`config.mk`:
```
export PLATFORM = sky130hd
export DESIGN_NAME = hex_segment_decoder
export DESIGN_NICKNAME = d
export VERILOG_FILES = /design/src/rtl/hex_segment_decoder.sv
export SDC_FILE = /design/constraint.sdc
export NUM_CORES = 1
export LEC_CHECK = 0
export BUFFER_PORTS_ARGS = -buffer_cell sky130_fd_sc_hd__buf_2
export CORE_UTILIZATION = 35
export DETAILED_ROUTE_END_ITERATION = 10
export SKIP_LAST_GASP = 1
export SYNTH_ARGS = -nofsm -noshare
export SYNTH_HDL_FRONTEND = slang
export SYNTH_SLANG_ARGS = --single-unit
```
`constraint.sdc`:
```
create_clock -name clk -period 4.2 [get_ports clk]
set_input_delay 0.42 -clock clk [delete_from_list [all_inputs] [get_ports clk]]
set_output_delay 0.42 -clock clk [all_outputs]
set_load 0.01 [all_outputs]
```
`src/rtl/hex_segment_decoder.sv`:
```
// Scanned 7-segment bus monitor: debounces each digit, decodes it back to a
// nibble and hands the assembled word out over a valid/ready handshake.
module hex_segment_decoder #(
  parameter int NUM_DIGITS    = 6,
  parameter int STABLE_CYCLES = 4
) (
  input  logic                    clk,
  input  logic                    reset,
  input  logic [6:0]              seg_in,
  input  logic [NUM_DIGITS-1:0]   digit_sel,
  input  logic                    ready,
  output logic                    valid,
  output logic [4*NUM_DIGITS-1:0] value,
  output logic [NUM_DIGITS-1:0]   err_mask,
  output logic                    error,
  output logic                    overrun
);

  localparam int SW = 7 + NUM_DIGITS;
  localparam int CW = $clog2(STABLE_CYCLES + 1);
  localparam logic [CW-1:0] CMAX = CW'(STABLE_CYCLES);
  localparam logic [CW-1:0] CONE = CW'(1);

  typedef enum logic {
    COLLECT,
    HOLD
  } state_t;

  state_t                  state_q, state_d;
  logic [SW-1:0]           samp_q, samp_d;
  logic [CW-1:0]           cnt_q, cnt_d;
  logic                    evt_q, evt_d;
  logic                    valid_q, valid_d;
  logic [4*NUM_DIGITS-1:0] value_q, value_d;
  logic [NUM_DIGITS-1:0]   err_q, err_d;
  logic [NUM_DIGITS-1:0]   filled_q, filled_d;
  logic                    ovr_q, ovr_d;

  logic                    same;
  logic [6:0]              seg_q;
  logic [NUM_DIGITS-1:0]   sel_q;
  logic                    qual;
  logic                    apply;
  logic [4:0]              dec;

  function automatic logic [4:0] decode(input logic [6:0] s);
    logic [4:0] r;
    unique case (s)
      7'h40:   r = 5'h00;
      7'h79:   r = 5'h01;
      7'h24:   r = 5'h02;
      7'h30:   r = 5'h03;
      7'h19:   r = 5'h04;
      7'h12:   r = 5'h05;
      7'h02:   r = 5'h06;
      7'h78:   r = 5'h07;
      7'h00:   r = 5'h08;
      7'h10:   r = 5'h09;
      7'h08:   r = 5'h0A;
      7'h03:   r = 5'h0B;
      7'h46:   r = 5'h0C;
      7'h21:   r = 5'h0D;
      7'h06:   r = 5'h0E;
      7'h0E:   r = 5'h0F;
      default: r = 5'h10;
    endcase
    return r;
  endfunction

  // Debounce: a run of identical samples fires exactly one event.
  always_comb begin
    samp_d = {seg_in, digit_sel};
    same   = (samp_d == samp_q);
    cnt_d  = CONE;
    if (same) begin
      cnt_d = (cnt_q == CMAX) ? cnt_q : cnt_q + CONE;
    end
    evt_d = (cnt_d == CMAX) && !(same && cnt_q == CMAX);
  end

  assign seg_q = samp_q[SW-1:NUM_DIGITS];
  assign sel_q = samp_q[NUM_DIGITS-1:0];
  assign qual  = evt_q && $onehot(sel_q) && (seg_q != 7'h7F);
  assign dec   = decode(seg_q);

  always_comb begin
    state_d  = state_q;
    valid_d  = valid_q;
    value_d  = value_q;
    err_d    = err_q;
    filled_d = filled_q;
    ovr_d    = ovr_q;
    apply    = 1'b0;
    unique case (state_q)
      COLLECT: begin
        apply = qual;
      end
      HOLD: begin
        if (valid_q && ready) begin
          valid_d  = 1'b0;
          filled_d = '0;
          err_d    = '0;
          ovr_d    = 1'b0;
          state_d  = COLLECT;
          apply    = qual;
        end else if (qual) begin
          ovr_d = 1'b1;
        end
      end
    endcase
    if (apply) begin
      for (int k = 0; k < NUM_DIGITS; k++) begin
        if (sel_q[k]) begin
          value_d[4*k +: 4] = dec[3:0];
          err_d[k]          = dec[4];
          filled_d[k]       = 1'b1;
        end
      end
      if (&filled_d) begin
        valid_d = 1'b1;
        state_d = HOLD;
      end
    end
  end

  always_ff @(posedge clk or negedge reset) begin
    if (!reset) begin
      state_q  <= COLLECT;
      samp_q   <= '0;
      cnt_q    <= '0;
      evt_q    <= 1'b0;
      valid_q  <= 1'b0;
      value_q  <= '0;
      err_q    <= '0;
      filled_q <= '0;
      ovr_q    <= 1'b0;
    end else begin
      state_q  <= state_d;
      samp_q   <= samp_d;
      cnt_q    <= cnt_d;
      evt_q    <= evt_d;
      valid_q  <= valid_d;
      value_q  <= value_d;
      err_q    <= err_d;
      filled_q <= filled_d;
      ovr_q    <= ovr_d;
    end
  end

  assign valid    = valid_q;
  assign value    = value_q;
  assign err_mask = err_q;
  assign error    = |err_q;
  assign overrun  = ovr_q;

endmodule

```
==> impl_metrics.toml, run 1 <==
[timing]
setup_tns_ns = 0
fmax_mhz = 274
tightest_slew_ns = 0.692
hold_viol_final = 0
period_needed_ns = 3.65
slew_headroom_pct = 53.9
rsz0062_at_grt = "no"
setup_viol_count_final = 0
period_share_pct = 86.8
report.final.slew_viol_count = 0
finClkSkew_ns = 0.00954

[synth]
synth_top_cell_by_area = "dfrtp_1"
synth_nets = 264
synthTopCellsByArea = "dfrtp_1, mux2_2, xor2_1"
synth_edf_count = 0
yosys_most_used_dff = "dfrtp_1"
synthArstFlopShare_pct = 100
yosysSeqAreaShare_pct = 51.7
avgSynthCellArea_um2 = 11.2
synthesis.instances = 242
synth_most_common_cell = "dfrtp_1"
yosysUniqueCellTypes = 48
ys_top_cells_by_count = "dfrtp_1, inv_1, nand2_1, mux2_2, nand3_1"
synth-seq-cells = 56
yosysTopAreaCellShare_pct = 51.7
netlist_area_um2 = 2710
yosysWarnings = 0

[cts]
clkSlewWorstSetupHoldPaths_ns = 0.11
cts-htree-levels = 2
clock_latency_ns = 0.32
post_cts_resized = 0
hold_buffers = 0
cts_tree = "yes"
clkSinkCount = 56
cts_buffer_depth = 2
cts_buffers = 5
ctsRootBufferMaster = "clkbuf_8"
postCtsSetupBuffers = 0

[critical_path]
required_ns = 4.41
reg2regPathDepth = 11
r2r_start = "samp_q[0]"
arrival_ns = 3.85
critPathCaptureType = "register"
start_kind = "register"
r2r-end = "value[21]"
cp_max_fo = 8
critPathKind = "reg2reg"
r2r_slack_ns = 0.55

[floorplanning]
rows = 31
start_util_pct = 36.8
die_h_um = 90.0
die_area_um2 = 8110
die_x_um = 90.0
coreArea_um2 = 7370
ioPinCount = 49

[cells_and_area]
fillers = 739
final_layout_size_suffix_gt1_share_pct = 26.7
finalNetCount = 309
syn2layout_area_growth_pct = 15.1
diodes = 0
layout.cells.non_filler = 387

[global_route]
grt_max_degree = 57
first_global_vias = 1963
grt_usage_pct = 15.3
grt-ovfl-total = 0
grt_pass1_wl_um = 9830
antenna_found_initial = 0

[placement]
port_buffers = 48
gp_congestion = 0.761
dp.cells = 379
dp_hpwl_um = 4190

[power_and_ir_drop]
vdd_drop_max_uv = 110
power_density_nw_per_um2 = 301
p_leak_uw = 0.00161

[drt]
vias = 1952
finalWirelength_um = 5730
ant_nets = 0
vias_per_cell = 5.04
drc_errors = 0
wire_per_inst_um = 14.8
drt_iter0_drc = 94
first_pass_iters = 4

[outcome]
outcome = "finished, final reports clean"

[hold_path]
hp-class = "in2async"

[flow_run]
maxCapViolations = 0
## critical path, cell delays in order, from the launching register on
cell and delay (ns):
dfrtp_1 0.40, inv_1 0.09, fa_1 0.50, fa_1 0.49, inv_1 0.04, ha_1 0.18
fa_1 0.43, nor4bb_1 0.33, buf_4 0.21, o2111ai_1 0.28, inv_1 0.24, mux2_2 0.35
## power by group
part           switching [µW]  internal, µW
Combinational            37.8          27.5
Sequential               17.3           545
Clock                     190           122
Total                     245           694
## placed cells by master (no fill, tap or decap), drive strengths merged, types with 2 or more instances in the layout
| cell | n |
|---|---|
| or4b | 2 |
| nor2 | 5 |
| ha | 3 |
| xor2 | 9 |
| nand3 | 12 |
| nor4bb | 3 |
| dfrtp | 56 |
| clkbuf | 5 |
| buf | 50 |
| and3b | 3 |
| o2111ai | 6 |
| clkinvlp | 2 |
| o21ai | 7 |
| inv | 19 |
| o31ai | 6 |
| nand2 | 18 |
| a31oi | 6 |
| o211a | 2 |
| nor3b | 3 |
| nand4 | 4 |
| mux2 | 18 |
| nand3b | 2 |
| nor4 | 5 |
| nor3 | 5 |
| o211ai | 4 |
| nor2b | 8 |
| a21oi | 3 |
| xnor2 | 6 |
| fa | 3 |
## stage by stage
step / worst slack [ns] / util [%] / instance area [µm²] / hold slack, ns / total power [µW]
final: 0.553 / 42.4 / 3120 / 0.203 / 939
after global routing: 0.354 / 42.4 / 3120 / 0.206 / 983
after CTS: 0.553 / 42.4 / 3120 / 0.216 / 954
after detailed placement: 0.571 / 41.1 / 3030 / 0.466 / 640
after global placement: 0.672 / 41.1 / 3030 / 0.462 / 638
after floorplan: 0.847 / - / 2710 / 0.124 / 608
## how the worst max path moves through the flow
stage,from,to,slack (ns),cells past startpoint
floorplan,samp_q[0],value[11],0.85,11
global placement,samp_q[0],value[17],0.67,11
detailed placement,samp_q[0],value[21],0.57,11
CTS,samp_q[0],value[21],0.55,11
global route,samp_q[0],value[18],0.35,11
finish,samp_q[0],value[21],0.55,11
## cell families after synthesis
logic type	synth area share [%]
AND/OR/NAND/NOR	16.1
flip-flops	51.7
AO/OA/AOI/OAI	11.0
buffers and inverters	4.89
multiplexers	7.84
XOR/XNOR	4.84
adder cells (fa/ha/maj)	3.60
## sequential cells by signal, summed over array words and instances (netlist names)
register,flops
cnt_q,3
err_mask,6
evt_q,1
filled_q,6
overrun,1
samp_q,13
state_q,1
valid,1
value,24
## cell type report
type,instances,area (µm²),area share [%]
repair buffers,50,255,8.18
multi-input cells,156,1180,37.8
inverters,18,67.6,2.16
clock inverters,3,26.3,0.842
clock buffers,5,68.8,2.20
flip-flops and latches,56,1400,44.9
well taps,99,124,3.97
## per-layer routing
| metal | track usage [%] | vias up | part of all wire (%) |
|---|---|---|---|
| met1 | 21.7 | 955 | 49 |
| met4 | 5.11 | 0 | 1.4 |
| li1 | - | 955 | - |
| met5 | 0 | - | 0 |
| met2 | 23.7 | 35 | 46 |
| met3 | 2.62 | 7 | 3.1 |
Note: power is estimated with default switching activity, not from simulation.
==> run 2, diff against run 1 <==
CELL_PAD_IN_SITES_DETAIL_PLACEMENT = 1   (was default)
CELL_PAD_IN_SITES_GLOBAL_PLACEMENT = 2   (was default)
PLACE_DENSITY_LB_ADDON = 0.1   (was default)
==> impl_metrics.toml, run 2 (synthesis results as in run 1) <==
[global_route]
grt_usage_pct = 17.6
first_global_vias = 2123
grt_pass1_wl_um = 11200
grt_max_degree = 57
antenna_found_initial = 0
grt-ovfl-total = 0

[hold_path]
hp-class = "in2async"

[floorplanning]
start_util_pct = 36.8
die_x_um = 90.0
rows = 31
ioPinCount = 49
die_area_um2 = 8110
die_h_um = 90.0
coreArea_um2 = 7370

[critical_path]
slowest_stage = "fa_1"
arrival_ns = 3.91
cp_top_family = "adder cells"
r2r_slack_ns = 0.51
r2r-end = "value[7]"
critPathCaptureType = "register"
start_kind = "register"
r2r_start = "samp_q[0]"
path_cells = "inv_1 -> fa_1 -> fa_1 -> inv_1 -> ha_1 -> fa_1 -> nor4bb_1 -> buf_4 -> o2111ai_1 -> inv_1 -> mux2_2"
cpPeakStageDelay_ns = 0.51
required_ns = 4.41
critPathKind = "reg2reg"
cp_max_fo = 8
reg2regPathDepth = 11
path_buf_inv = 4

[cells_and_area]
syn2layout_area_growth_pct = 15.7
final_layout_size_suffix_gt1_share_pct = 26.7
finalNetCount = 309
layout.cells.non_filler = 387
diodes = 0
fin_util_pct = 42.6
largest_reg_flops = 24
final_common_cell = "dfrtp_1"
layout_common_cells = "dfrtp_1, buf_2, inv_1, nand2_1, mux2_2"

[timing]
period_share_pct = 88.0
timing.final.ws_setup_ns = 0.505
hold_viol_final = 0
setup_viol_count_final = 0
setup_tns_ns = 0
report.final.slew_viol_count = 0
slew_headroom_pct = 52.2
tightest_slew_ns = 0.718
rsz0062_at_grt = "no"
fmax_mhz = 271
finClkSkew_ns = 0.0116
period_needed_ns = 3.69

[cts]
postCtsSetupBuffers = 0
cts_buffer_depth = 2
clkSlewWorstSetupHoldPaths_ns = 0.10
cts-htree-levels = 2
post_cts_resized = 0
clkSinkCount = 56
cts_tree = "yes"
hold_buffers = 0
ctsRootBufferMaster = "clkbuf_8"
cts_buffers = 5
clock_latency_ns = 0.32

[power_and_ir_drop]
switching_share_pct = 24.5
p_leak_uw = 0.00162
power_density_nw_per_um2 = 316
switchingPower_uw = 243
pwr-share-clk_pct = 36.5
vdd_drop_max_uv = 149
internal-power_uw = 749
pwr-share-seq_pct = 56.7
power_uw = 992
comb_power_share_pct = 6.8

[drt]
vias = 1998
wire_per_inst_um = 16.6
vias_per_cell = 5.16
first_pass_iters = 4
ant_nets = 0
drc_errors = 0
drt_iter0_drc = 49
finalWirelength_um = 6410

[flow_run]
maxCapViolations = 0

[placement]
gp_congestion = 0.741
dp.cells = 379
dp_hpwl_um = 4720
pre_cts_slack_ns = 0.443
port_buffers = 48

[outcome]
outcome = "finished, final reports clean"
run 2: worst max path at each step:
| stage | startpoint | endpoint | slack, ns | cells after the start |
|---|---|---|---|---|
| 6_report | samp_q[0] | value[7] | 0.51 | 11 |
| 5_1_grt | samp_q[0] | value[6] | 0.31 | 11 |
| 4_1_cts | samp_q[0] | value[7] | 0.43 | 11 |
| 3_5_place_dp | samp_q[0] | value[7] | 0.44 | 11 |
| 3_3_place_gp | samp_q[0] | value[5] | 0.57 | 11 |
| 2_1_floorplan | samp_q[0] | value[11] | 0.85 | 11 |
run 2: through the flow:
stage	cell area [µm²]	hold WS, ns
after floorplan	2710	0.124
after global placement	3030	0.466
after detailed placement	3030	0.469
after CTS	3140	0.213
after global routing	3140	0.220
final	3140	0.223
run 2: power groups by stage:
stage	Sequential [µW]	Clock, µW	Combinational (µW)
after global routing	565	393	77.6
after global placement	573	0	67.1
after detailed placement	573	0	69.0
after floorplan	561	0	47.0
after CTS	563	375	69.3
final	563	362	67.0
run 2: per-layer routing:
layer | global-route usage (%) | share of wire (%)
met1 | 24.1 | 50
met2 | 28.3 | 46
met3 | 2.62 | 2.4
met4 | 6.32 | 1.3
met5 | 0 | 0
run 2: area by class of cell:
cell class / instances / area, µm²
Clock inverter: 3 / 42.5
Clock buffer: 5 / 68.8
Multi-Input combinational cell: 156 / 1180
Tap cell: 99 / 124
Sequential cell: 56 / 1400
Timing Repair Buffer: 50 / 255
Inverter: 18 / 67.6
Fill cell: 850 / 4230
